**src/rtl/ex_muldiv_sequencer.sv**
```systemverilog
// Iterative RV32M multiply/divide unit beside the EX-stage ALU: radix-2 shift-add multiply,
// restoring divide, sign fix-up, and a pipeline stall request while an op is in flight.
module ex_muldiv_sequencer #(
    parameter int WIDTH = 32
) (
    input  logic             clk,
    input  logic             rst_n,
    input  logic             start,
    input  logic [2:0]       op,
    input  logic [WIDTH-1:0] a,
    input  logic [WIDTH-1:0] b,
    input  logic             flush,
    output logic             stall_req,
    output logic             busy,
    output logic             done,
    output logic [WIDTH-1:0] result
);

    localparam int CW = $clog2(WIDTH);

    localparam logic [2:0] OP_MUL    = 3'b000;
    localparam logic [2:0] OP_MULH   = 3'b001;
    localparam logic [2:0] OP_MULHSU = 3'b010;
    localparam logic [2:0] OP_DIV    = 3'b100;
    localparam logic [2:0] OP_REM    = 3'b110;

    typedef enum logic [1:0] {
        S_IDLE = 2'd0,
        S_CALC = 2'd1,
        S_FIX  = 2'd2,
        S_DONE = 2'd3
    } state_t;

    function automatic logic [WIDTH-1:0] neg_w(input logic [WIDTH-1:0] v);
        return ~v + WIDTH'(1);
    endfunction

    function automatic logic [2*WIDTH-1:0] neg_2w(input logic [2*WIDTH-1:0] v);
        return ~v + (2*WIDTH)'(1);
    endfunction

    state_t             state_q, state_d;
    logic [CW-1:0]      counter_q, counter_d;
    logic [2:0]         op_q, op_d;
    logic [WIDTH-1:0]   opa_q, opa_d;
    logic [WIDTH-1:0]   opb_q, opb_d;
    logic [2*WIDTH-1:0] acc_q, acc_d;
    logic [WIDTH-1:0]   rem_q, rem_d;
    logic               neg_q, neg_d;
    logic               rem_neg_q, rem_neg_d;
    logic               fix_step_q, fix_step_d;
    logic [WIDTH-1:0]   result_q, result_d;
    logic [WIDTH-1:0]   prev_result_q, prev_result_d;

    logic               a_signed_s, b_signed_s, sa_s, sb_s;
    logic [WIDTH-1:0]   mag_a_s, mag_b_s;
    logic               div_zero_s, div_ovf_s, special_s;
    logic [WIDTH-1:0]   special_val_s;
    logic [WIDTH:0]     mul_sum_s;
    logic [WIDTH:0]     div_shift_s, div_diff_s;
    logic [2*WIDTH-1:0] signed_acc_s;
    logic [WIDTH-1:0]   fin_s;
    logic               stall_s;

    // Operand decode at acceptance: signedness, magnitudes, and the divide corner cases.
    always_comb begin
        a_signed_s = (op == OP_MULH) || (op == OP_MULHSU) || (op == OP_DIV) || (op == OP_REM);
        b_signed_s = (op == OP_MULH) || (op == OP_DIV) || (op == OP_REM);
        sa_s       = a_signed_s & a[WIDTH-1];
        sb_s       = b_signed_s & b[WIDTH-1];
        mag_a_s    = sa_s ? neg_w(a) : a;
        mag_b_s    = sb_s ? neg_w(b) : b;
        div_zero_s = op[2] && (b == {WIDTH{1'b0}});
        div_ovf_s  = op[2] && !op[0] && (a == {1'b1, {(WIDTH-1){1'b0}}}) && (b == {WIDTH{1'b1}});
        special_s  = div_zero_s || div_ovf_s;
        if (div_zero_s) begin
            special_val_s = op[1] ? a : {WIDTH{1'b1}};
        end else begin
            special_val_s = op[1] ? {WIDTH{1'b0}} : {1'b1, {(WIDTH-1){1'b0}}};
        end
    end

    // One iteration of shift-add multiply or restoring divide, plus the sign fix-up value.
    always_comb begin
        mul_sum_s    = {1'b0, acc_q[2*WIDTH-1:WIDTH]} + (acc_q[0] ? {1'b0, opa_q} : {(WIDTH+1){1'b0}});
        div_shift_s  = {rem_q, acc_q[WIDTH-1]};
        div_diff_s   = div_shift_s - {1'b0, opb_q};
        signed_acc_s = neg_q ? neg_2w(acc_q) : acc_q;
        case (op_q)
            3'b000:  fin_s = signed_acc_s[WIDTH-1:0];
            3'b001,
            3'b010,
            3'b011:  fin_s = signed_acc_s[2*WIDTH-1:WIDTH];
            3'b100,
            3'b101:  fin_s = signed_acc_s[WIDTH-1:0];
            default: fin_s = rem_neg_q ? neg_w(rem_q) : rem_q;
        endcase
    end

    // Sequencer next-state, datapath register updates and stall request.
    always_comb begin
        state_d       = state_q;
        counter_d     = counter_q;
        op_d          = op_q;
        opa_d         = opa_q;
        opb_d         = opb_q;
        acc_d         = acc_q;
        rem_d         = rem_q;
        neg_d         = neg_q;
        rem_neg_d     = rem_neg_q;
        fix_step_d    = fix_step_q;
        result_d      = result_q;
        prev_result_d = prev_result_q;
        stall_s       = 1'b0;
        case (state_q)
            S_IDLE: begin
                stall_s = start & ~flush;
                if (start && !flush) begin
                    op_d       = op;
                    opa_d      = mag_a_s;
                    opb_d      = mag_b_s;
                    neg_d      = sa_s ^ sb_s;
                    rem_neg_d  = sa_s;
                    counter_d  = {CW{1'b0}};
                    fix_step_d = 1'b0;
                    rem_d      = {WIDTH{1'b0}};
                    // Divide shifts the dividend out of the low half; multiply shifts the multiplier.
                    acc_d      = {{WIDTH{1'b0}}, (op[2] ? mag_a_s : mag_b_s)};
                    if (special_s) begin
                        prev_result_d = result_q;
                        result_d      = special_val_s;
                        state_d       = S_DONE;
                    end else begin
                        state_d = S_CALC;
                    end
                end else begin
                    state_d = S_IDLE;
                end
            end
            S_CALC: begin
                stall_s = 1'b1;
                if (flush) begin
                    state_d = S_IDLE;
                end else begin
                    if (op_q[2]) begin
                        if (!div_diff_s[WIDTH]) begin
                            rem_d = div_diff_s[WIDTH-1:0];
                        end else begin
                            rem_d = div_shift_s[WIDTH-1:0];
                        end
                        acc_d = {acc_q[2*WIDTH-1:WIDTH], acc_q[WIDTH-2:0], ~div_diff_s[WIDTH]};
                    end else begin
                        acc_d = {mul_sum_s, acc_q[WIDTH-1:1]};
                    end
                    if (counter_q == CW'(WIDTH-1)) begin
                        state_d    = S_FIX;
                        fix_step_d = 1'b0;
                    end else begin
                        counter_d = counter_q + CW'(1);
                    end
                end
            end
            S_FIX: begin
                stall_s = 1'b1;
                if (flush) begin
                    state_d = S_IDLE;
                end else if (!fix_step_q) begin
                    acc_d      = {{WIDTH{1'b0}}, fin_s};
                    fix_step_d = 1'b1;
                end else begin
                    prev_result_d = result_q;
                    result_d      = acc_q[WIDTH-1:0];
                    state_d       = S_DONE;
                end
            end
            S_DONE: begin
                stall_s = 1'b0;
                state_d = S_IDLE;
                // A flushed op must not leave its value behind.
                if (flush) begin
                    result_d = prev_result_q;
                end else begin
                    result_d = result_q;
                end
            end
            default: begin
                state_d = S_IDLE;
            end
        endcase
    end

    // State and datapath registers with asynchronous clear.
    always_ff @(posedge clk or negedge rst_n) begin
        if (!rst_n) begin
            state_q       <= S_IDLE;
            counter_q     <= {CW{1'b0}};
            op_q          <= 3'b000;
            opa_q         <= {WIDTH{1'b0}};
            opb_q         <= {WIDTH{1'b0}};
            acc_q         <= {(2*WIDTH){1'b0}};
            rem_q         <= {WIDTH{1'b0}};
            neg_q         <= 1'b0;
            rem_neg_q     <= 1'b0;
            fix_step_q    <= 1'b0;
            result_q      <= {WIDTH{1'b0}};
            prev_result_q <= {WIDTH{1'b0}};
        end else begin
            state_q       <= state_d;
            counter_q     <= counter_d;
            op_q          <= op_d;
            opa_q         <= opa_d;
            opb_q         <= opb_d;
            acc_q         <= acc_d;
            rem_q         <= rem_d;
            neg_q         <= neg_d;
            rem_neg_q     <= rem_neg_d;
            fix_step_q    <= fix_step_d;
            result_q      <= result_d;
            prev_result_q <= prev_result_d;
        end
    end

    assign stall_req = stall_s;
    assign busy      = (state_q != S_IDLE);
    assign done      = (state_q == S_DONE) && !flush;
    assign result    = result_q;

endmodule

```
**config.mk**
```make
export PLATFORM = sky130hd
export DESIGN_NAME = ex_muldiv_sequencer
export DESIGN_NICKNAME = d
export VERILOG_FILES = /design/src/rtl/ex_muldiv_sequencer.sv
export SDC_FILE = /design/constraint.sdc
export NUM_CORES = 1
export LEC_CHECK = 0
export BUFFER_PORTS_ARGS = -buffer_cell sky130_fd_sc_hd__clkbuf_2
export CAP_MARGIN = 25
export CORE_ASPECT_RATIO = 1.25
export CORE_MARGIN = 3
export CORE_UTILIZATION = 35
export CTS_BUF_LIST = sky130_fd_sc_hd__clkbuf_8 sky130_fd_sc_hd__clkbuf_16
export CTS_CLUSTER_DIAMETER = 150
export DETAILED_ROUTE_END_ITERATION = 16
export PLACE_DENSITY = 0.54
export REMOVE_ABC_BUFFERS = 1
export SYNTH_ARGS = -nofsm -noshare
export SYNTH_HDL_FRONTEND = slang
export SYNTH_SLANG_ARGS = --single-unit
```
**constraint.sdc**
```tcl
create_clock -name clk -period 5.1 [get_ports clk]
set_input_delay 0.255 -clock clk [delete_from_list [all_inputs] [get_ports clk]]
set_output_delay 0.255 -clock clk [all_outputs]
set_load 0.01 [all_outputs]
```
# Word level (Yosys, flattened, before mapping)
# Cells that the tools add are included.
word_totals:
  regBits: 237
  ram_bits: 0
  elab_cells: 142
  out_inout_bits: 35
  in_bits: 71
  romBits: 0
  latch_bits: 0
  n_memories: 0
op_classes:
  n_addsub: 7
  mul: 0
  n_bitwise: 10
  n_div: 0
  shift: 0
  n_reduce_logical: 34
  order_cmp: 0
  muxes: 49
  n_eq_ne: 29
ops:
  columns: ["cell", "count"]
  rows:
  - ["32-bit two-way mux", 21]
  - ["64-bit two-way mux", 6]
  - ["32-bit one-hot mux with 2 select lines", 3]
  - ["64-bit one-hot mux with 3 select lines", 1]
  - ["32-bit by 1-bit adder with 32-bit output, second input constant", 3]
  - ["32-bit NOT", 3]
  - ["32-bit one-hot mux with 3 select lines", 1]
  - ["64-bit by 1-bit adder with 64-bit output, second input constant", 1]
  - ["32-bit equality test, second input constant", 2]
  - ["64-bit NOT", 1]
  - ["32-bit by 32-bit adder with 33-bit output", 1]
  - ["33-bit by 32-bit subtractor with 33-bit output", 1]
  - ["32-bit zero test", 1]
  - ["2-bit != test, second input constant", 11]
  - ["6-bit AND reduction", 3]
  - ["5-bit two-way mux", 3]
  - ["3-bit equality test, second input constant", 4]
  - ["2-bit two-way mux", 6]
  - ["5-bit one-hot mux with 2 select lines", 1]
  - ["5-bit AND reduction", 2]
  - ["3-bit by 2-bit equality test with 1-bit output, second input constant", 3]
  - ["3-bit != test, second input constant", 3]
  - ["2-bit one-hot mux with 4 select lines", 1]
  - ["4-bit AND reduction", 2]
  - ["other kinds (20)", 45]

# Longest topological paths before layout
# Gate-level depths: netlist of run 1.
depth:
  depth_word: 9
  depth_mapped: 14
  ltp_nobuf: 13

# Worst setup path before layout of run 1
# OpenSTA, ideal clock, no wires.
synth_path:
  kind: "register -> register"
  from: "reg acc_q[29]"
  to: "reg acc_q[31]"
  setup_ns: 0.143
  required_time_ns: 4.957
  setup_slack_ns: 1.493
  path_stages_with_launch: 12
  arrival_ns: 3.464
  path_cell_list: "dfrtp_1 -> buf_6 -> or4_4 -> or4_4 -> or4_1 -> or3_1 -> buf_2 -> or4_4 -> nor3_2 -> nor4b_1 -> a311oi_1 -> o221ai_1"
synth_via:
  elab_chain_cells: 7
synth_lines:
  columns: ["item", "line", "text"]
  rows:
  - ["from (decl)", "47", "logic [2*WIDTH-1:0] acc_q, acc_d;"]
  - ["from (signal assigned)", "200", "acc_q <= {(2*WIDTH){1'b0}};"]
  - ["64-bit NOT", "39", "return ~v + (2*WIDTH)'(1);"]
  - ["64-bit by 1-bit adder with 64-bit output", "39", null]
  - ["64-bit two-way mux", "88", "signed_acc_s = neg_q ? neg_2w(acc_q) : acc_q;"]
  - ["32-bit one-hot mux with 2 select lines", "89", "case (op_q)"]
  - ["64-bit two-way mux", "167", "end else if (!fix_step_q) begin"]
  - ["64-bit two-way mux", "165", "if (flush) begin"]
  - ["64-bit one-hot mux with 3 select lines", "115", "case (state_q)"]
# No other way between the ends. The select of a mux whose other input is x is not followed.
# A chain may end at the register's enable or synchronous reset.

# Worst setup path after layout of run 1
layout_path:
  from: "reg acc_q[21]"
  to: "reg acc_q[20]"
layout_via:
  elab_chain_cells: 7
layout_lines:
  columns: ["item", "line"]
  rows:
  - ["64-bit NOT", "39"]
  - ["64-bit by 1-bit adder with 64-bit output", "39"]
  - ["64-bit two-way mux", "88"]
  - ["32-bit one-hot mux with 2 select lines", "89"]
  - ["64-bit two-way mux", "167"]
  - ["64-bit two-way mux", "165"]
  - ["64-bit one-hot mux with 3 select lines *", "115"]
# Mark *: on every way between the ends. The rest lies on a longest branch, timed or not. The select of a mux whose other input is x is not followed.

==> impl_metrics.csv, run 1 <==
group,metric,value,unit
layout,drive_above_1_share,13.88,%
clock_network,clkLatencyLatePin,0.58,ns
die,die_w,211.4,µm
min_path,hold_class,"in2reg",
route,drt_iter0_markers,1300,
pwr,p_clk_share,20.0,%
global_routing,track_usage,23.41,%
pwr,pwr-share-comb,47.8,%
synthesis,async_flop_share,100.0,%
setup_path,path_max_fanout,10,
route,route.detailed.drc,0,
synthesis,synth-seq-cells,237,
place,dpl-instance-area,0.01960,mm²
timing,max_freq,0.2552,GHz
place,place.gp.congestion,0.9444,
clock_network,htree_levels,1,
synthesis,ys_seq_area_share,32.13,%
setup_path,r2r_start,"acc_q[21]$_DFFE_PN0P_",
timing,max_slew_margin,26.20,%
synthesis,synth.distinct_cells,73,
global_routing,grt_max_degree,96,
timing,clock_skew,0.02912,ns
place,dp_hpwl,50680,µm
min_path,min_from,"b[0]",
timing,rsz0062_at_grt,"no",
setup_path,worstSetupPathType,"reg2reg",
die,row_count,93,
synthesis,yosysTopAreaCell,"dfrtp_1",
layout,final_util,39.66,%
timing,slew_viol_final,0,
route,drt_pre_antenna_iters,6,
timing,final.min_clock_period,3.919,ns
min_path,hold_path_depth,3,
die,core,0.05190,mm²
die,initial_utilization,35.57,%
pwr,power_density,497.3,mW/mm²
timing,whs,0.06502,ns
synthesis,synth_top_area_share,32.13,%
synthesis,synthTopCellsByArea,"dfrtp_1, o21ai_0, mux2_2",
pwr,intPower,0.005680,W
global_routing,antenna_found_initial,2,
route,wl_per_cell,23.00,µm
run,maxCapViolations,0,
pwr,irDropWorstVdd,0.2590,mV
pwr,p_leak,8.562,nW
layout,most-common-layout-cells,"nand2_1, dfrtp_1, o21ai_0",
layout,syn2layout_area_growth,11.51,%
place,portBuffers,105,
synthesis,synth_edf_count,0,
pwr,switching_share,44.50,%
synthesis,yosys_warnings,0,
pwr,switchingPower,0.004555,W
setup_path,cp-end-kind,"register",
layout,finalNetCount,2371,
route,postRouteAntennaNets,0,
setup_path,start_kind,"register",
die,io_pins,106,
global_routing,grt_pass1_vias,16717,
clock_network,post_cts_buffers,0,
clock_network,cts_made_buffers,28,
timing,period_share,76.84,%
clock_network,cts_tree,"done",
clock_network,clkTransAtPathRegs,0.07,ns
synthesis,synth_area,0.01846,mm²
timing,finalSetupViolations,0,
synthesis,ys.flop_type,"dfrtp_1",
setup_path,r2r_slack,1.18,ns
timing,tns,0,ns
global_routing,grt_pass1_wl,101000,µm
pwr,seqPwrFrac,32.2,%
timing,finalHoldViolCount,0,
setup_path,worstPathArrival,4.36,ns
die,die_h,262.8,µm
timing,worst_slew_pin_slew,1.099,ns
outcome,status,"completed",
route,num_vias,17090,
setup_path,reg2regPathDepth,9,
clock_network,clockRootBuffer,"clkbuf_16",
setup_path,startpoint,"acc_q[21]$_DFFE_PN0P_",
setup_path,r2r_end,"acc_q[20]$_DFFE_PN0P_",
synthesis,synthCells,2185,
route,viasPerCell,5.879,
global_routing,grt_overflow,0,
synthesis,syn_area_per_cell,8.447,µm²
layout,design_area,0.02058,mm²
setup_path,critPathCapture,"acc_q[20]$_DFFE_PN0P_",
setup_path,crit_required,5.54,ns
clock_network,cts_buffer_depth,3,
die,die_area,0.05555,mm²
clock_network,clock_sinks,237,
route,drt-total-wl,66870,µm
sequential cells by signal, summed over array words and instances (netlist names):
register,flops
rem_neg_q,1
fix_step_q,1
opa_q,32
rem_q,32
op_q,3
opb_q,32
prev_result_q,32
result,32
state_q,2
counter_q,5
acc_q,64
neg_q,1
final cells by class:
type,instances,area (µm²)
Fill cell,5313,31320
Multi-Input combinational cell,1733,11730
Sequential cell,237,5932
Timing Repair Buffer,145,885.9
Tap cell,665,832.0
Clock buffer,32,767.0
Inverter,77,289.0
Clock inverter,17,146.4
Antenna cell,1,2.502
what timing repair did:
item	in CTS	in global routing
hold endpoints to repair	93	0
hold buffers	2	0
gates resized for setup	0	0
setup endpoints to repair	0	0
cells by family after synthesis:
logic type	share of synthesized area, %
compound gates	22.35
simple gates	17.41
flops	32.13
buf+inv	4.474
xor+xnor	9.206
mux	9.056
fa+ha+maj	5.369
how the worst min path moves through the flow:
stage                            endpoint  slack [ns]
floorplan            acc_q[0]$_DFFE_PN0P_       -0.04
global placement     opb_q[8]$_DFFE_PN0P_        0.34
detailed placement   opb_q[8]$_DFFE_PN0P_        0.34
CTS                  opb_q[0]$_DFFE_PN0P_        0.05
global route        opb_q[31]$_DFFE_PN0P_        0.07
finish               opb_q[0]$_DFFE_PN0P_        0.07
per-layer routing:
metal  track usage, %  share of wire (%)
met5                0                  0
met4            10.32                4.8
met3            2.185                5.4
met2            39.33                 47
met1            30.58                 42
synthesized netlist by cell type (19+ instances only):
cell type,n
a21o_1,32
a21oi_1,116
a22oi_1,34
and2_1,42
clkbuf_1,114
dfrtp_1,237
ha_1,76
inv_1,76
mux2_2,95
mux2i_1,59
nand2_1,237
nand3_1,28
nand4_1,19
nor2_1,112
nor2b_1,42
nor3_1,46
nor4_1,20
o21ai_0,227
o22ai_1,36
o31ai_1,49
or3_1,29
or4_1,23
xnor2_1,87
xor2_1,107
through the flow:
stage / worst slack (ns) / cells / total power, W
floorplan: -0.7866 / 2047 / 0.006440
global placement: 0.8875 / 2853 / 0.008054
detailed placement: 0.9017 / 2853 / 0.008146
CTS: 1.174 / 2904 / 0.01023
global route: 0.9480 / 2907 / 0.01094
finish: 1.181 / 2907 / 0.01024
power groups by stage:
stage               sequential, W  clock [W]  combinational, W
floorplan                 0.00316          0           0.00328
global placement          0.00330          0           0.00475
detailed placement        0.00332          0           0.00483
CTS                       0.00329    0.00209           0.00485
global route              0.00340    0.00218           0.00536
finish                    0.00330    0.00205           0.00489
critical path: stages, from the launching register on:
cell,delay (ns)
dfrtp_1,0.50
or4_4,0.60
or4_1,0.45
or3_1,0.50
or3_1,0.46
or3_1,0.55
o21ai_1,0.26
xnor2_1,0.10
a211oi_1,0.28
nor3_1,0.10
Note: power is estimated with default switching activity, not from simulation.
==> run 2: changes to the inputs <==
- clock period: 5.1 -> 3.7 ns (I/O delays scaled with it)
==> run 2 against run 1 <==
  * Utilization up 1.5 points
  * Combinational power up 50%
  * Cell count up 3.1%
  * Non-clock buffer count up 90
  * Clock skew down 0.0060 ns
  * Worst hold slack worse by 0.027 ns
  * Sequential power up 31%
  * Highest routed layer unchanged
  * Sequential share of layout area down 1.1 points
  * Clock power up 39%
  * Critical endpoint is now acc_q[29]$_DFFE_PN0P_
==> impl_metrics.csv, run 2 (synthesis results as in run 1) <==
group,metric,value,unit
place,portBuffers,105,
setup_path,crit_top_cell,"or4_4",
timing,whs,0.03845,ns
pwr,switching_share,43.52,%
clock_network,clock_sinks,237,
layout,regMostFlops,"acc_q",
setup_path,r2r_slack,0.14,ns
route,route.detailed.drc,0,
route,drt-total-wl,68290,µm
layout,most-common-layout-cells,"nand2_1, dfrtp_1, o21ai_0",
route,viasPerCell,5.794,
layout,seqCellArea,0.005932,mm²
die,initial_utilization,35.57,%
pwr,seqPwrFrac,29.8,%
die,io_pins,106,
die,die_area,0.05555,mm²
timing,finalHoldViolCount,0,
layout,drive_above_1_share,17.12,%
run,maxCapViolations,0,
layout,fin_cells,2998,
timing,period_share,96.18,%
route,postRouteAntennaNets,0,
outcome,status,"completed",
layout,syn2layout_area_growth,15.82,%
setup_path,reg2regPathDepth,9,
die,core,0.05190,mm²
clock_network,cts_tree,"done",
setup_path,crit_required,4.14,ns
min_path,min_from,"b[28]",
setup_path,cp-end-kind,"register",
die,die_w,211.4,µm
setup_path,path_max_fanout,3,
pwr,power_density,678.6,mW/mm²
pwr,p_leak,9.063,nW
setup_path,cpPeakStageDelay,0.56,ns
global_routing,antenna_found_initial,2,
place,dp.cells,2940,
pwr,p_clk_share,19.6,%
layout,largest_reg_flops,64,
route,drt_pre_antenna_iters,6,
die,die_h,262.8,µm
route,wl_per_cell,22.78,µm
setup_path,r2r_start,"acc_q[31]$_DFFE_PN0P_",
pwr,intPower,0.008193,W
clock_network,cts_buffer_depth,3,
layout,fillCellCount,5261,
global_routing,grt_max_degree,84,
timing,final.min_clock_period,3.559,ns
layout,finalNetCount,2460,
pwr,switchingPower,0.006314,W
timing,rsz0062_at_grt,"no",
layout,final_util,41.19,%
global_routing,grt_overflow,0,
pwr,irDropWorstVdd,0.4358,mV
setup_path,crit_family,"simple AND/OR/NAND/NOR gates",
timing,finalSetupViolations,0,
timing,max_freq,0.2810,GHz
setup_path,start_kind,"register",
route,drt_iter0_markers,1558,
min_path,worstHoldEndpoint,"opb_q[28]$_DFFE_PN0P_",
die,row_count,93,
min_path,hold_path_depth,3,
global_routing,grt_pass1_wl,103400,µm
timing,clock_skew,0.02315,ns
setup_path,worstSetupPathType,"reg2reg",
layout,multi_input_area,0.01175,mm²
setup_path,r2r_end,"acc_q[29]$_DFFE_PN0P_",
clock_network,htree_levels,1,
timing,max_slew_margin,47.46,%
global_routing,track_usage,23.92,%
timing,slew_viol_final,0,
clock_network,clockRootBuffer,"clkbuf_16",
place,place.gp.congestion,0.9346,
global_routing,grt_pass1_vias,17196,
clock_network,clkTransAtPathRegs,0.07,ns
setup_path,worst-path-buf-inv,0,
setup_path,crit_chain,"or4_4 -> or4_4 -> or4_1 -> or3_1 -> or4_4 -> nand4b_1 -> o211ai_1 -> a221oi_1 -> a21oi_1",
timing,worst_slew_pin_slew,0.7881,ns
setup_path,cp_slowest_cell,"or4_4",
pwr,pwr-share-comb,50.6,%
setup_path,worstPathArrival,4.00,ns
min_path,hold_class,"in2reg",
clock_network,clkLatencyLatePin,0.57,ns
route,num_vias,17369,
clock_network,cts_made_buffers,27,
place,dp_hpwl,52010,µm
-- run 2: cell types whose count changed in the layout (fill, tap and decap cells not counted), moves of 2 or more --
cell / delta
buf_4: +79
clkbuf_16: -2
dlygate4sd3_1: +3
buf_12: +7
o311ai_0: -2
clkbuf_8: +2
clkinvlp_4: -2
clkinv_4: -3
bufinv_16: +2
diode_2: +2
-- run 2: timing repair --
| action | CTS | global route |
|---|---|---|
| resized for setup | 0 | 8 |
| hold buffers | 5 | 0 |
| buffers inserted | 0 | 1 |
| endpoints found under the setup margin | 0 | 12 |
| endpoints found under the hold margin | 84 | 0 |
-- run 2: how the worst max path moves through the flow --
stage	cells after the start	startpoint	endpoint	slack [ns]
global route	9	acc_q[31]$_DFFE_PN0P_	acc_q[31]$_DFFE_PN0P_	0.01
finish	9	acc_q[31]$_DFFE_PN0P_	acc_q[29]$_DFFE_PN0P_	0.14
CTS	13	acc_q[0]$_DFFE_PN0P_	acc_q[63]$_DFFE_PN0P_	0.03
global placement	13	a[10]	result[22]$_DFFE_PN0P_	-0.14
detailed placement	13	a[10]	result[2]$_DFFE_PN0P_	-0.12
floorplan	10	state_q[0]$_DFFE_PN0P_	acc_q[28]$_DFFE_PN0P_	-2.19
-- run 2: per-stage QoR --
step,setup TNS [ns],total power (W),cell area [µm²],worst slack (ns)
final,0,0.01451,21380,0.1414
after global routing,0,0.01550,21380,0.01019
after CTS,0,0.01453,21330,0.02858
after detailed placement,-3.111,0.01160,20350,-0.1225
after global placement,-4.941,0.01150,20350,-0.1429
after floorplan,-53.72,0.008877,17920,-2.187
-- run 2: layout make-up --
class,instances,area share (%)
Clock buffer,32,3.482
Inverter,77,1.352
Clock inverter,16,0.8369
Sequential cell,237,27.75
Antenna cell,3,0.03512
Multi-Input combinational cell,1733,54.96
Timing Repair Buffer,235,7.696
Tap cell,665,3.892
-- run 2: metal layers --
layer	track usage, %	wire (µm)	vias to the layer above
li1	-	-	8191
met1	30.96	28610	8424
met2	40.10	32570	602
met3	2.579	3813	152
met4	10.92	3287	0
met5	0	0	-
-- run 2: power groups by stage --
stage / combinational [W] / clock, W / sequential (W)
after global routing: 0.00804 / 0.00302 / 0.00443
after global placement: 0.00719 / 0 / 0.00431
after CTS: 0.00729 / 0.00293 / 0.00431
final: 0.00734 / 0.00285 / 0.00432
after detailed placement: 0.00725 / 0 / 0.00435
after floorplan: 0.00452 / 0 / 0.00436
-- run 2: worst register-to-register path, stage by stage, from the launching register on --
cell and delay, ns:
dfrtp_1 0.40, or4_4 0.56, or4_4 0.53, or4_1 0.48, or3_1 0.38, or4_4 0.46, nand4b_1 0.12, o211ai_1 0.10
a221oi_1 0.30, a21oi_1 0.11
==> run 3: changes to the inputs <==
- CORE_MARGIN: 3 -> unset
- CORE_UTILIZATION: 35 -> 40
- PLACE_DENSITY: 0.54 -> 0.59
- RECOVER_POWER: unset -> 100
==> run 3 against run 2 <==
  * Final area fell by 2.5%
  * The flow now finishes with violations (capacitance limit, slew limit)
  * Critical path type unchanged
  * Power shrank 1.8%
  * Clock skew barely moved
  * Largest cell class unchanged
  * Global-route usage increased by 3.6 points
  * Clock power fell by 2%
==> impl_metrics.csv, run 3 (synthesis results as in run 1) <==
group,metric,value,unit
timing,slew_viol_final,199,
route,route.detailed.drc,0,
global_routing,grt_pass1_vias,16893,
place,place.gp.congestion,0.9811,
outcome,violations,"capacitance limit, slew limit",
timing,max_slew_margin,-20.70,%
route,drt-total-wl,65440,µm
die,io_pins,106,
run,maxCapViolations,3,
route,viasPerCell,5.997,
place,portBuffers,105,
route,drt_pre_antenna_iters,5,
clock_network,cts_tree,"done",
clock_network,clkLatencyLatePin,0.58,ns
clock_network,clock_sinks,237,
min_path,hold_class,"in2reg",
die,die_h,242.2,µm
clock_network,htree_levels,1,
die,die_w,194.1,µm
setup_path,worstPathArrival,3.98,ns
clock_network,clockRootBuffer,"clkbuf_16",
route,drt_iter0_markers,1432,
clock_network,cts_made_buffers,27,
pwr,power_density,683.4,mW/mm²
layout,most-common-layout-cells,"nand2_1, dfrtp_1, o21ai_0",
timing,rsz0062_at_grt,"no",
setup_path,cpPeakStageDelay,0.57,ns
timing,finalSetupViolations,0,
global_routing,antenna_found_initial,2,
place,dp_hpwl,49600,µm
timing,finalHoldViolCount,0,
pwr,p_leak,8.712,nW
layout,regMostFlops,"acc_q",
pwr,intPower,0.007938,W
pwr,seqPwrFrac,30.8,%
global_routing,track_usage,27.53,%
timing,tns,0,ns
global_routing,grt_max_degree,112,
layout,drive_above_1_share,14.41,%
pwr,p_clk_share,19.6,%
route,postRouteAntennaNets,0,
setup_path,crit_required,4.12,ns
setup_path,start_kind,"register",
global_routing,grt_overflow,0,
setup_path,crit_chain,"or4_4 -> or4_4 -> or4_1 -> or3_1 -> or4_4 -> nor3_2 -> nor4b_1 -> a311oi_1 -> o221ai_1",
timing,clock_skew,0.02362,ns
route,wl_per_cell,22.70,µm
clock_network,clkTransAtPathRegs,0.07,ns
setup_path,crit_top_cell,"or4_4",
timing,max_freq,0.2809,GHz
setup_path,cp_slowest_cell,"or4_4",
route,num_vias,17288,
pwr,irDropWorstVdd,0.3705,mV
layout,fin_cells,2883,
timing,period_share,96.22,%
pwr,switching_share,44.26,%
timing,worst_slew_pin_slew,1.811,ns
setup_path,cp-end-kind,"register",
place,dp.cells,2829,
die,core,0.04528,mm²
layout,final_util,46.01,%
setup_path,worstSetupPathType,"reg2reg",
die,row_count,87,
die,die_area,0.04701,mm²
layout,largest_reg_flops,64,
pwr,switchingPower,0.006302,W
timing,final.min_clock_period,3.560,ns
clock_network,cts_buffer_depth,3,
setup_path,path_max_fanout,3,
layout,syn2layout_area_growth,12.89,%
pwr,pwr-share-comb,49.6,%
global_routing,grt_pass1_wl,100500,µm
layout,finalNetCount,2434,
die,initial_utilization,40.76,%
outcome,status,"finished, violations left",
## run 3: repair_timing
| item | CTS | global route |
|---|---|---|
| hold endpoints to repair | 112 | 0 |
| gates resized for setup | 0 | 7 |
| setup buffers | 0 | 0 |
| endpoints found under the setup margin | 0 | 33 |
| hold buffers | 5 | 0 |
## run 3: final timing paths
path / start / end / slack, ns / cells after the start
max: acc_q[31]$_DFFE_PN0P_ / acc_q[31]$_DFFE_PN0P_ / 0.14 / 9
min: a[4] / opa_q[4]$_DFFE_PN0P_ / 0.04 / 3
max reg2reg: acc_q[31]$_DFFE_PN0P_ / acc_q[31]$_DFFE_PN0P_ / 0.14 / 9
min reg2reg: opb_q[26]$_DFFE_PN0P_ / opb_q[26]$_DFFE_PN0P_ / 0.48 / 2
max in group asynchronous: rst_n / opb_q[31]$_DFFE_PN0P_ / 1.11 / 3
min in group asynchronous: rst_n / result[2]$_DFFE_PN0P_ / 0.30 / 2
## run 3: power groups by stage
stage               clock (W)  combinational (W)  sequential [W]
floorplan                   0            0.00452         0.00436
detailed placement          0            0.00702         0.00441
global route          0.00296            0.00773         0.00449
global placement            0            0.00692         0.00437
CTS                   0.00286            0.00706         0.00436
finish                0.00280            0.00706         0.00439
## run 3: worst max-delay path, delay by kind of cell (launching register included)
| kind | cells | cell delay [ns] |
|---|---|---|
| AND/OR/NAND/NOR | 7 | 2.67 |
| flip-flops | 1 | 0.38 |
| AO/OA/AOI/OAI | 2 | 0.38 |
## run 3: cell type report
class / count / area, µm²
diodes: 1 / 2.502
clock buffers: 31 / 730.7
clock inverters: 17 / 171.4
fillers: 4479 / 24450
inverters: 77 / 289.0
multi-input cells: 1733 / 11750
flip-flops and latches: 237 / 5932
well taps: 578 / 723.2
repair buffers: 209 / 1240
## run 3: per-layer routing
| metal | vias to the layer above | part of all wire (%) | track usage [%] |
|---|---|---|---|
| li1 | 8149 | - | - |
| met1 | 8379 | 43 | 35.64 |
| met2 | 609 | 47 | 45.26 |
| met3 | 149 | 5.2 | 3.160 |
| met4 | 2 | 5.2 | 14.05 |
| met5 | - | 0.020 | 0 |
## run 3: stage by stage
stage	hold slack [ns]	power (W)	setup slack, ns	cell area [µm²]
2_1_floorplan	-0.1106	0.008877	-2.187	17920
3_3_place_gp	0.3265	0.01129	-0.1097	20000
3_5_place_dp	0.3423	0.01143	-0.1080	20000
4_1_cts	0.004337	0.01429	0.06886	20950
5_1_grt	0.04870	0.01518	0.005467	20840
6_report	0.04018	0.01424	0.1399	20840
